--- config.mk ---
export PLATFORM = sky130hd
export DESIGN_NAME = axil_reg_slice_flat
export DESIGN_NICKNAME = d
export VERILOG_FILES = /design/src/rtl/axil_reg_slice_if.sv /design/src/rtl/axil_reg_slice.sv /design/src/flat_wrapper.sv
export SDC_FILE = /design/constraint.sdc
export NUM_CORES = 1
export LEC_CHECK = 0
export CAP_MARGIN = 20
export CORE_UTILIZATION = 28
export CTS_BUF_LIST = sky130_fd_sc_hd__clkbuf_2
export DETAILED_ROUTE_END_ITERATION = 10
export GPL_ROUTABILITY_DRIVEN = 0
export PLACE_DENSITY = 0.56
export SETUP_SLACK_MARGIN = 0.02
export SLEW_MARGIN = 20
export SYNTH_ARGS = -nofsm -noshare
export SYNTH_HDL_FRONTEND = slang
export SYNTH_SLANG_ARGS = --single-unit
--- constraint.sdc ---
create_clock -name clk_i -period 7.4 [get_ports clk_i]
set_clock_uncertainty 0.05 [all_clocks]
set_input_delay 1.11 -clock clk_i [delete_from_list [all_inputs] [get_ports clk_i]]
set_output_delay 1.11 -clock clk_i [all_outputs]
set_load 0.005 [all_outputs]
--- src/rtl/axil_reg_slice_if.sv ---
// axil_reg_slice_if
// -----------------
// AXI-Lite bus bundle carrying the five channels (AW, W, B, AR, R) between
// an AXI-Lite manager and subordinate.
//
// Parameters:
//   ADDR_WIDTH - width of aw_addr / ar_addr
//   DATA_WIDTH - width of w_data / r_data; strobe width is DATA_WIDTH/8
//
// Modports:
//   master - drives AW, W, AR requests and the B/R ready signals
//   slave  - drives AW/W/AR ready signals and the B, R responses
interface axil_reg_slice_if #(
    parameter int ADDR_WIDTH = 32,
    parameter int DATA_WIDTH = 32
);
    localparam int STRB_WIDTH = DATA_WIDTH / 8;

    logic                  aw_valid;
    logic                  aw_ready;
    logic [ADDR_WIDTH-1:0] aw_addr;
    logic [2:0]            aw_prot;

    logic                  w_valid;
    logic                  w_ready;
    logic [DATA_WIDTH-1:0] w_data;
    logic [STRB_WIDTH-1:0] w_strb;

    logic                  b_valid;
    logic                  b_ready;
    logic [1:0]            b_resp;

    logic                  ar_valid;
    logic                  ar_ready;
    logic [ADDR_WIDTH-1:0] ar_addr;
    logic [2:0]            ar_prot;

    logic                  r_valid;
    logic                  r_ready;
    logic [DATA_WIDTH-1:0] r_data;
    logic [1:0]            r_resp;

    modport master (
        output aw_valid, aw_addr, aw_prot,
        input  aw_ready,
        output w_valid, w_data, w_strb,
        input  w_ready,
        input  b_valid, b_resp,
        output b_ready,
        output ar_valid, ar_addr, ar_prot,
        input  ar_ready,
        input  r_valid, r_data, r_resp,
        output r_ready
    );

    modport slave (
        input  aw_valid, aw_addr, aw_prot,
        output aw_ready,
        input  w_valid, w_data, w_strb,
        output w_ready,
        output b_valid, b_resp,
        input  b_ready,
        input  ar_valid, ar_addr, ar_prot,
        output ar_ready,
        output r_valid, r_data, r_resp,
        input  r_ready
    );
endinterface

--- src/rtl/axil_reg_slice.sv ---
// axil_reg_slice
// --------------
// Full register slice for an AXI-Lite link. Every channel passes through its
// own two-entry skid buffer so that valid and ready are both registered on
// each side, breaking all combinational paths between the upstream manager
// and the downstream subordinate. Channels are fully independent.
//
// Ports:
//   clk_i - single clock for all logic
//   rst_i - asynchronous, active-high reset; empties every buffer
//   s     - upstream side (slave modport): AW/W/AR in, B/R out
//   m     - downstream side (master modport): AW/W/AR out, B/R in

// axil_reg_slice_skid
// -------------------
// Generic two-entry skid buffer used for every channel.
//
// Ports:
//   clk_i, rst_i          - clock and asynchronous active-high reset
//   in_valid/in_ready     - upstream handshake, in_data is the payload
//   out_valid/out_ready   - downstream handshake, out_data is the payload
module axil_reg_slice_skid #(
    parameter int WIDTH = 8
) (
    input  logic             clk_i,
    input  logic             rst_i,
    input  logic             in_valid,
    output logic             in_ready,
    input  logic [WIDTH-1:0] in_data,
    output logic             out_valid,
    input  logic             out_ready,
    output logic [WIDTH-1:0] out_data
);
    typedef enum logic [1:0] {
        EMPTY = 2'd0,
        ONE   = 2'd1,
        TWO   = 2'd2
    } state_t;

    state_t           state;
    state_t           state_next;
    logic [WIDTH-1:0] main_data;
    logic [WIDTH-1:0] skid_data;
    logic             in_xfer;
    logic             out_xfer;
    logic             load_main;
    logic             load_skid;
    logic             skid_to_main;

    assign in_xfer  = in_valid & in_ready;
    assign out_xfer = out_valid & out_ready;
    assign out_data = main_data;

    // Next-state and payload steering. The main register always holds the
    // oldest entry; the skid register only ever holds the second-oldest.
    always_comb begin
        state_next   = state;
        load_main    = 1'b0;
        load_skid    = 1'b0;
        skid_to_main = 1'b0;
        case (state)
            EMPTY: begin
                if (in_xfer) begin
                    state_next = ONE;
                    load_main  = 1'b1;
                end
            end
            ONE: begin
                if (in_xfer && !out_xfer) begin
                    state_next = TWO;
                    load_skid  = 1'b1;
                end else if (!in_xfer && out_xfer) begin
                    state_next = EMPTY;
                end else if (in_xfer && out_xfer) begin
                    state_next = ONE;
                    load_main  = 1'b1;
                end
            end
            TWO: begin
                // in_ready is low here, so only the output side can move
                if (out_xfer) begin
                    state_next   = ONE;
                    skid_to_main = 1'b1;
                end
            end
            default: begin
                state_next = EMPTY;
            end
        endcase
    end

    // Control registers. in_ready and out_valid are derived from the next
    // state so each handshake output is a flop with no path from the far side.
    always_ff @(posedge clk_i or posedge rst_i) begin
        if (rst_i) begin
            state     <= EMPTY;
            in_ready  <= 1'b0;
            out_valid <= 1'b0;
        end else begin
            state     <= state_next;
            in_ready  <= (state_next != TWO);
            out_valid <= (state_next != EMPTY);
        end
    end

    // Payload registers carry no reset; their contents only matter while
    // the matching state says they are occupied.
    always_ff @(posedge clk_i) begin
        if (load_main) begin
            main_data <= in_data;
        end else if (skid_to_main) begin
            main_data <= skid_data;
        end
        if (load_skid) begin
            skid_data <= in_data;
        end
    end
endmodule

module axil_reg_slice #(
    parameter int ADDR_WIDTH = 32,
    parameter int DATA_WIDTH = 32
) (
    input logic              clk_i,
    input logic              rst_i,
    axil_reg_slice_if.slave  s,
    axil_reg_slice_if.master m
);
    localparam int STRB_WIDTH = DATA_WIDTH / 8;
    localparam int AW_WIDTH   = ADDR_WIDTH + 3;
    localparam int W_WIDTH    = DATA_WIDTH + STRB_WIDTH;
    localparam int B_WIDTH    = 2;
    localparam int AR_WIDTH   = ADDR_WIDTH + 3;
    localparam int R_WIDTH    = DATA_WIDTH + 2;

    logic [AW_WIDTH-1:0] aw_in;
    logic [AW_WIDTH-1:0] aw_out;
    logic [W_WIDTH-1:0]  w_in;
    logic [W_WIDTH-1:0]  w_out;
    logic [B_WIDTH-1:0]  b_in;
    logic [B_WIDTH-1:0]  b_out;
    logic [AR_WIDTH-1:0] ar_in;
    logic [AR_WIDTH-1:0] ar_out;
    logic [R_WIDTH-1:0]  r_in;
    logic [R_WIDTH-1:0]  r_out;

    // Each channel's fields are packed into one flat payload word so a
    // single buffer type serves all five channels.
    assign aw_in = {s.aw_prot, s.aw_addr};
    assign w_in  = {s.w_strb, s.w_data};
    assign b_in  = m.b_resp;
    assign ar_in = {s.ar_prot, s.ar_addr};
    assign r_in  = {m.r_resp, m.r_data};

    assign {m.aw_prot, m.aw_addr} = aw_out;
    assign {m.w_strb, m.w_data}   = w_out;
    assign s.b_resp               = b_out;
    assign {m.ar_prot, m.ar_addr} = ar_out;
    assign {s.r_resp, s.r_data}   = r_out;

    // Write-address channel, upstream to downstream
    axil_reg_slice_skid #(.WIDTH(AW_WIDTH)) aw_buf (
        .clk_i     (clk_i),
        .rst_i     (rst_i),
        .in_valid  (s.aw_valid),
        .in_ready  (s.aw_ready),
        .in_data   (aw_in),
        .out_valid (m.aw_valid),
        .out_ready (m.aw_ready),
        .out_data  (aw_out)
    );

    // Write-data channel, upstream to downstream
    axil_reg_slice_skid #(.WIDTH(W_WIDTH)) w_buf (
        .clk_i     (clk_i),
        .rst_i     (rst_i),
        .in_valid  (s.w_valid),
        .in_ready  (s.w_ready),
        .in_data   (w_in),
        .out_valid (m.w_valid),
        .out_ready (m.w_ready),
        .out_data  (w_out)
    );

    // Write-response channel, downstream to upstream
    axil_reg_slice_skid #(.WIDTH(B_WIDTH)) b_buf (
        .clk_i     (clk_i),
        .rst_i     (rst_i),
        .in_valid  (m.b_valid),
        .in_ready  (m.b_ready),
        .in_data   (b_in),
        .out_valid (s.b_valid),
        .out_ready (s.b_ready),
        .out_data  (b_out)
    );

    // Read-address channel, upstream to downstream
    axil_reg_slice_skid #(.WIDTH(AR_WIDTH)) ar_buf (
        .clk_i     (clk_i),
        .rst_i     (rst_i),
        .in_valid  (s.ar_valid),
        .in_ready  (s.ar_ready),
        .in_data   (ar_in),
        .out_valid (m.ar_valid),
        .out_ready (m.ar_ready),
        .out_data  (ar_out)
    );

    // Read-data channel, downstream to upstream
    axil_reg_slice_skid #(.WIDTH(R_WIDTH)) r_buf (
        .clk_i     (clk_i),
        .rst_i     (rst_i),
        .in_valid  (m.r_valid),
        .in_ready  (m.r_ready),
        .in_data   (r_in),
        .out_valid (s.r_valid),
        .out_ready (s.r_ready),
        .out_data  (r_out)
    );
endmodule

--- src/flat_wrapper.sv ---
// flat-port wrapper written by rule: the top's interface ports become plain ports
module axil_reg_slice_flat 
#(
    parameter int ADDR_WIDTH = 32,
    parameter int DATA_WIDTH = 32
)
  (clk_i, rst_i, s_aw_valid, s_aw_addr, s_aw_prot, s_aw_ready, s_w_valid, s_w_data, s_w_strb, s_w_ready, s_b_valid, s_b_resp, s_b_ready, s_ar_valid, s_ar_addr, s_ar_prot, s_ar_ready, s_r_valid, s_r_data, s_r_resp, s_r_ready, m_aw_valid, m_aw_addr, m_aw_prot, m_aw_ready, m_w_valid, m_w_data, m_w_strb, m_w_ready, m_b_valid, m_b_resp, m_b_ready, m_ar_valid, m_ar_addr, m_ar_prot, m_ar_ready, m_r_valid, m_r_data, m_r_resp, m_r_ready);
  axil_reg_slice_if #(.ADDR_WIDTH(ADDR_WIDTH), .DATA_WIDTH(DATA_WIDTH)) s_i ();
  axil_reg_slice_if #(.ADDR_WIDTH(ADDR_WIDTH), .DATA_WIDTH(DATA_WIDTH)) m_i ();
  input logic clk_i;
  input logic rst_i;
  input wire logic [$bits(s_i.aw_valid)-1:0] s_aw_valid;
  input wire logic [$bits(s_i.aw_addr)-1:0] s_aw_addr;
  input wire logic [$bits(s_i.aw_prot)-1:0] s_aw_prot;
  output wire logic [$bits(s_i.aw_ready)-1:0] s_aw_ready;
  input wire logic [$bits(s_i.w_valid)-1:0] s_w_valid;
  input wire logic [$bits(s_i.w_data)-1:0] s_w_data;
  input wire logic [$bits(s_i.w_strb)-1:0] s_w_strb;
  output wire logic [$bits(s_i.w_ready)-1:0] s_w_ready;
  output wire logic [$bits(s_i.b_valid)-1:0] s_b_valid;
  output wire logic [$bits(s_i.b_resp)-1:0] s_b_resp;
  input wire logic [$bits(s_i.b_ready)-1:0] s_b_ready;
  input wire logic [$bits(s_i.ar_valid)-1:0] s_ar_valid;
  input wire logic [$bits(s_i.ar_addr)-1:0] s_ar_addr;
  input wire logic [$bits(s_i.ar_prot)-1:0] s_ar_prot;
  output wire logic [$bits(s_i.ar_ready)-1:0] s_ar_ready;
  output wire logic [$bits(s_i.r_valid)-1:0] s_r_valid;
  output wire logic [$bits(s_i.r_data)-1:0] s_r_data;
  output wire logic [$bits(s_i.r_resp)-1:0] s_r_resp;
  input wire logic [$bits(s_i.r_ready)-1:0] s_r_ready;
  output wire logic [$bits(m_i.aw_valid)-1:0] m_aw_valid;
  output wire logic [$bits(m_i.aw_addr)-1:0] m_aw_addr;
  output wire logic [$bits(m_i.aw_prot)-1:0] m_aw_prot;
  input wire logic [$bits(m_i.aw_ready)-1:0] m_aw_ready;
  output wire logic [$bits(m_i.w_valid)-1:0] m_w_valid;
  output wire logic [$bits(m_i.w_data)-1:0] m_w_data;
  output wire logic [$bits(m_i.w_strb)-1:0] m_w_strb;
  input wire logic [$bits(m_i.w_ready)-1:0] m_w_ready;
  input wire logic [$bits(m_i.b_valid)-1:0] m_b_valid;
  input wire logic [$bits(m_i.b_resp)-1:0] m_b_resp;
  output wire logic [$bits(m_i.b_ready)-1:0] m_b_ready;
  output wire logic [$bits(m_i.ar_valid)-1:0] m_ar_valid;
  output wire logic [$bits(m_i.ar_addr)-1:0] m_ar_addr;
  output wire logic [$bits(m_i.ar_prot)-1:0] m_ar_prot;
  input wire logic [$bits(m_i.ar_ready)-1:0] m_ar_ready;
  input wire logic [$bits(m_i.r_valid)-1:0] m_r_valid;
  input wire logic [$bits(m_i.r_data)-1:0] m_r_data;
  input wire logic [$bits(m_i.r_resp)-1:0] m_r_resp;
  output wire logic [$bits(m_i.r_ready)-1:0] m_r_ready;
  assign s_i.aw_valid = s_aw_valid;
  assign s_i.aw_addr = s_aw_addr;
  assign s_i.aw_prot = s_aw_prot;
  assign s_aw_ready = s_i.aw_ready;
  assign s_i.w_valid = s_w_valid;
  assign s_i.w_data = s_w_data;
  assign s_i.w_strb = s_w_strb;
  assign s_w_ready = s_i.w_ready;
  assign s_b_valid = s_i.b_valid;
  assign s_b_resp = s_i.b_resp;
  assign s_i.b_ready = s_b_ready;
  assign s_i.ar_valid = s_ar_valid;
  assign s_i.ar_addr = s_ar_addr;
  assign s_i.ar_prot = s_ar_prot;
  assign s_ar_ready = s_i.ar_ready;
  assign s_r_valid = s_i.r_valid;
  assign s_r_data = s_i.r_data;
  assign s_r_resp = s_i.r_resp;
  assign s_i.r_ready = s_r_ready;
  assign m_aw_valid = m_i.aw_valid;
  assign m_aw_addr = m_i.aw_addr;
  assign m_aw_prot = m_i.aw_prot;
  assign m_i.aw_ready = m_aw_ready;
  assign m_w_valid = m_i.w_valid;
  assign m_w_data = m_i.w_data;
  assign m_w_strb = m_i.w_strb;
  assign m_i.w_ready = m_w_ready;
  assign m_i.b_valid = m_b_valid;
  assign m_i.b_resp = m_b_resp;
  assign m_b_ready = m_i.b_ready;
  assign m_ar_valid = m_i.ar_valid;
  assign m_ar_addr = m_i.ar_addr;
  assign m_ar_prot = m_i.ar_prot;
  assign m_i.ar_ready = m_ar_ready;
  assign m_i.r_valid = m_r_valid;
  assign m_i.r_data = m_r_data;
  assign m_i.r_resp = m_r_resp;
  assign m_r_ready = m_i.r_ready;
  axil_reg_slice #(.ADDR_WIDTH(ADDR_WIDTH), .DATA_WIDTH(DATA_WIDTH)) u_core (.clk_i(clk_i), .rst_i(rst_i), .s(s_i), .m(m_i));
endmodule
Word level (Yosys, flattened, before mapping) --
Index checks and enable logic that the tools add are counted.
Word-level totals: register bits 304, bits of input ports 154, output and inout port bits 152, logic and storage cells 175
Cells by class: equality and inequality tests 15, multiplexer cells 85, bitwise operators 10, reduce and logical (&&, ||, !) cells 40
Operators by type and width (number):
- $mux 35 | 4
- $mux 36 | 2
- $mux 34 | 2
- $mux 2 | 27
- $mux 1 | 40
- $pmux 2 s3 | 5
- $reduce_bool 2->1 | 10
- $logic_and 1x1->1 | 15
- $and 1x1->1 | 10
- $eq 2x1->1 const B | 5
- $eq 2x2->1 const B | 5
- $logic_not 1->1 | 10
- $logic_not 2->1 | 5
- $ne 2x2->1 const B | 5
- $pmux 1 s2 | 5

Longest topological paths before layout --
depth in word-level cells 7, gate-level depth with buffers 5, gate-level depth less buffers 3

Hierarchy --
From an unflattened synthesis, not the netlist that was laid out.
Unflattened totals: cell total of the unflattened synthesis 543, area total of the unflattened synthesis 11338.4 sq um
Modules (own cells, without submodules):
- axil_reg_slice_skid (u_core.ar_buf ...) | times used 2, cells each 129, area each 2741.4 sq um, seq. area each 2202.1 sq um
- axil_reg_slice_skid (u_core.w_buf) | times used 1, cells each 132, area each 2812.7 sq um, seq. area each 2262.2 sq um
- axil_reg_slice_skid (u_core.r_buf) | times used 1, cells each 126, area each 2670.1 sq um, seq. area each 2142.1 sq um
- axil_reg_slice_skid (u_core.b_buf) | times used 1, cells each 27, area each 372.9 sq um, seq. area each 220.2 sq um

Worst setup path before layout --
Ideal clock, no wire load.
path kind in2reg, start point input port m_w_ready, end point register u_core.w_buf.skid_data[0], enable pin, library setup time 487 ps, data arrival time 4108 ps, required time 6863 ps, path slack 2756 ps, cell stages on the path 2, buffers on the path 0, path through a21boi_2 nor3b_1
Between the ends: cells in the longest elaborated chain, start to end 5
RTL lines:
- start, declared | line flat_wrapper.sv:38 | input wire logic [$bits(m_i.w_ready)-1:0] m_w_ready;
- $and 1x1->1 | line axil_reg_slice.sv:51 | assign out_xfer = out_valid & out_ready;
- $logic_not 1->1 | line axil_reg_slice.sv:69 | if (in_xfer && !out_xfer) begin
- $logic_and 1x1->1 | line axil_reg_slice.sv:69
- $mux 1 | line axil_reg_slice.sv:69
- $mux 1 | line axil_reg_slice.sv:61 | case (state)
- net u_core.w_buf.load_skid | line axil_reg_slice.sv:47 | logic load_skid;
- end signal, assigned | line axil_reg_slice.sv:115 | skid_data <= in_data;
- end, declared | line axil_reg_slice.sv:43 | logic [WIDTH-1:0] skid_data;
The timed path passes the listed nets, and every way through them passes these cells. A chain may end at the register's enable or synchronous reset.

Worst setup path after layout --
start point register u_core.r_buf.in_ready, end point output port m_r_ready
RTL lines:
- start, declared | line axil_reg_slice.sv:28 | output logic in_ready,
- start signal, assigned | line axil_reg_slice.sv:101 | in_ready <= (state_next != TWO);
- end, declared | line flat_wrapper.sv:49 | output wire logic [$bits(m_i.r_ready)-1:0] m_r_ready;
No word-level cell between the ends.

==> metrics.md <==
| Metric | Value |
|---|---|
| FP Rows | 73 |
| Io pins | between 300 and 400 |
| PostCTS Resize Cnt | 0 |
| Top cell family by delay on the critical path | buffers and inverters |
| Grt total ovfl | 0 |
| DRT Wirelength | 24.8 mm |
| Post-CTS Setup Inserts | 0 |
| Cts hold-fix bufs | 0 |
| Post-Synthesis Cells | around 540 |
| Mean Syn Cell Area | around 21 um2 |
| Synth unique cells | 28 |
| Fin crit period | around 3 ns |
| Ys Warns | 0 |
| CP max stage cell | clkdlybuf4s50_1 |
| Detail Route Antenna Nets | 0 |
| Max Cap Viol | 0 |
| Core area | between 0.03 and 0.04 mm2 |
| Measured slew at the worst slew-check pin | between 0.8 and 0.9 ns |
| CTS Sinks | between 300 and 400 |
| Die W | approximately 200 um |
| CP required | 6.24 ns |
| Overall global routing resource usage | 0.121 |
| Final setup viols | 0 |
| Commonest non-fill, non-tap cell in the layout | clkdlybuf4s50_1 |
| Vias per std cell | roughly 4.2 |
| Post-DR wirelength/cell | about 16 um |
| HP Class | reg -> reg |
| HPWL Detailed | between 15 and 20 mm |
| Fmax | between 300 and 400 MHz |
| Power Dens Cells | around 340 mW/mm2 |
| Worst Path Max Fanout | 4 |
| Reg-to-Reg Start | u_core.w_buf.state[0] |
| Area of the multi-input gates | roughly 0.0021 mm2 |
| Sequential cell area | between 0.009 and 0.01 mm2 |
| Critical Path Source | u_core.r_buf.in_ready |
| Sequence of cells on the critical path | clkdlybuf4s50_1 |
| DRC | 0 |
| Most frequent cells in the layout | clkdlybuf4s50_1, edfxtp_1, mux2_2 |
| Net count, final | between 1k and 1.5k |
| Initial DRC count | roughly 180 |
| Via count | 6347 |
| Net count after synthesis | approximately 690 |
| Crit. End Element | output port |
| Worst-path clk slew | 0.09 ns |
| Initial antenna violation count | 5 |
| Reg2Reg Setup Slack | 4.90 ns |
| Arr. time, crit path | ~1.8 ns |
| WP depth | 1 |
| Final hold violations | 0 |
| Share of layout cells above drive strength 1 | 0.300 |
| Total CTS buffers | between 80 and 90 |
| First-pass GRT wire length | between 30 and 40 mm |
| Pre-antenna DRT Iters | 4 |
| CTS tree | yes |
| Die area | just over 0.04 mm2 |
| Register area share after synthesis | 0.803 |
| CP bufs+invs | 1 |
| Status | complete, no violations |
| Clock buffer depth | 3 |
| Fin crit share | 0.406 |
| Rel. slew slack | 0.400 |
| RSZ-0062 raised after global routing | false |
| CTS H-Tree Depth | 3 |
| Static leakage | roughly 5.4 nW |
| Number of fill cells | 3713 |
| Die height | about 200 um |
| Largest net degree at the start of global routing | 39 |
| Setup TNS | 0 ns |
| Worst IR Drop VDD | 238 uV |
| Final instance area | 0.0157 mm2 |
| Final core utilization | 0.395 |
| Mapped cell area | between 0.01 and 0.015 mm2 |
| Area delta synth->final | 39.2% |
| Initial core utilization | 0.284 |
| CP endpoint | m_r_ready |
| Worst reg-to-reg path cell count | 4 |
| CP startpoint kind | flop |
| Critical path class | reg -> out |
| IO Port Bufs | just over 300 |
| Clk_lat worst skew | approximately 0.91 ns |
| Synth Register Bits | 304 |
| Largest stage delay, worst path | about 0.54 ns |
| Root Buffer Master | clkbuf_2 |
| Max-slew violations | 0 |
| Reg2reg end | u_core.w_buf.out_data[9] |
| Vias in the first global route | between 6k and 7k |
| Post-DP Area | about 0.015 mm2 |
[Yosys cell counts, drive strengths merged]
cell type    n  area [um2]
dfrtp       20         500
or2          4        25.0
nor2b        4        25.0
and3         1        6.26
or3          1        6.26
nand4        1        6.26
nor3         4        58.8
nand2       10        37.5
o211ai       1        7.51
or3b         1        8.76
o21ai        7        35.0
nor2         4        15.0
a21boi       5        52.6
a211o        3        26.3
nand3b       1        7.51
inv          1        3.75
mux2       142        1600
a21o         4        30.0
edfxtp     284        8530
buf         13         129
a21oi       13        65.1
o21bai       1        7.51
nor3b        5        37.5
nand2b       5        31.3
[stage by stage]
stage               power (mW)  worst slack (ns)  instances  hold WS, ns
global route              5.71              4.15       1510        0.408
floorplan                 3.44              2.76        535        0.450
CTS                       5.51              4.20       1502        0.371
detailed placement        4.37              3.64       1362        0.482
finish                    5.38              4.40       1510        0.478
global placement          4.35              3.72       1361        0.473
[cell type report]
cell class,instances,area share
Multi-Input combinational cell,217,0.136
Clock inverter,21,0.00511
Tap cell,525,0.0419
Inverter,1,0.000240
Timing Repair Buffer,315,0.201
Sequential cell,304,0.577
Clock buffer,119,0.0380
Antenna cell,8,0.00128
[worst min path at each step]
stage	startpoint	endpoint	slack, ns	cells past startpoint
2_1_floorplan	u_core.b_buf.state[1]	u_core.b_buf.out_valid	0.45	1
3_3_place_gp	u_core.b_buf.state[1]	u_core.b_buf.out_valid	0.47	1
3_5_place_dp	u_core.w_buf.skid_data[1]	u_core.w_buf.out_data[1]	0.48	1
4_1_cts	rst_i	u_core.b_buf.in_ready	0.37	2
5_1_grt	rst_i	u_core.r_buf.state[1]	0.41	2
6_report	u_core.w_buf.skid_data[17]	u_core.w_buf.out_data[17]	0.48	1
[where the power goes]
part | switching (mW) | total [mW] | internal [mW]
registers | 0.162 | 2.69 | 2.53
logic | 0.677 | 1.60 | 0.920
clock network | 0.668 | 1.09 | 0.425
total | 1.51 | 5.38 | 3.88
[registers in the layout (all words and copies together) (netlist names), 2 cells and up]
name and flops:
u_core.w_buf.out_data 36, u_core.w_buf.skid_data 36, u_core.ar_buf.out_data 35, u_core.ar_buf.skid_data 35
u_core.aw_buf.out_data 35, u_core.aw_buf.skid_data 35, u_core.r_buf.out_data 34, u_core.r_buf.skid_data 34
u_core.ar_buf.state 2, u_core.aw_buf.state 2, u_core.b_buf.out_data 2, u_core.b_buf.skid_data 2
u_core.b_buf.state 2, u_core.r_buf.state 2, u_core.w_buf.state 2
[routing by layer]
metal  vias up  GRT usage  wire length [um]
li1       2939          -                 -
met1      3088      0.149             10500
met2       253      0.177             11200
met3        67     0.0559              2240
met4         0     0.0639               803
met5         -          0                 0
[cell families (layout without fill, tap and decap cells)]
| kind of cell | after synthesis | in the layout | share of synthesized area |
|---|---|---|---|
| other | 0 | 8 | 0 |
| buffers and inverters | 14 | 456 | 0.0118 |
| flip-flops | 304 | 304 | 0.803 |
| AND/OR/NAND/NOR | 41 | 41 | 0.0236 |
| multiplexers | 142 | 142 | 0.142 |
| AO/OA/AOI/OAI | 34 | 34 | 0.0199 |
Power figures use the tool's default switching activity.
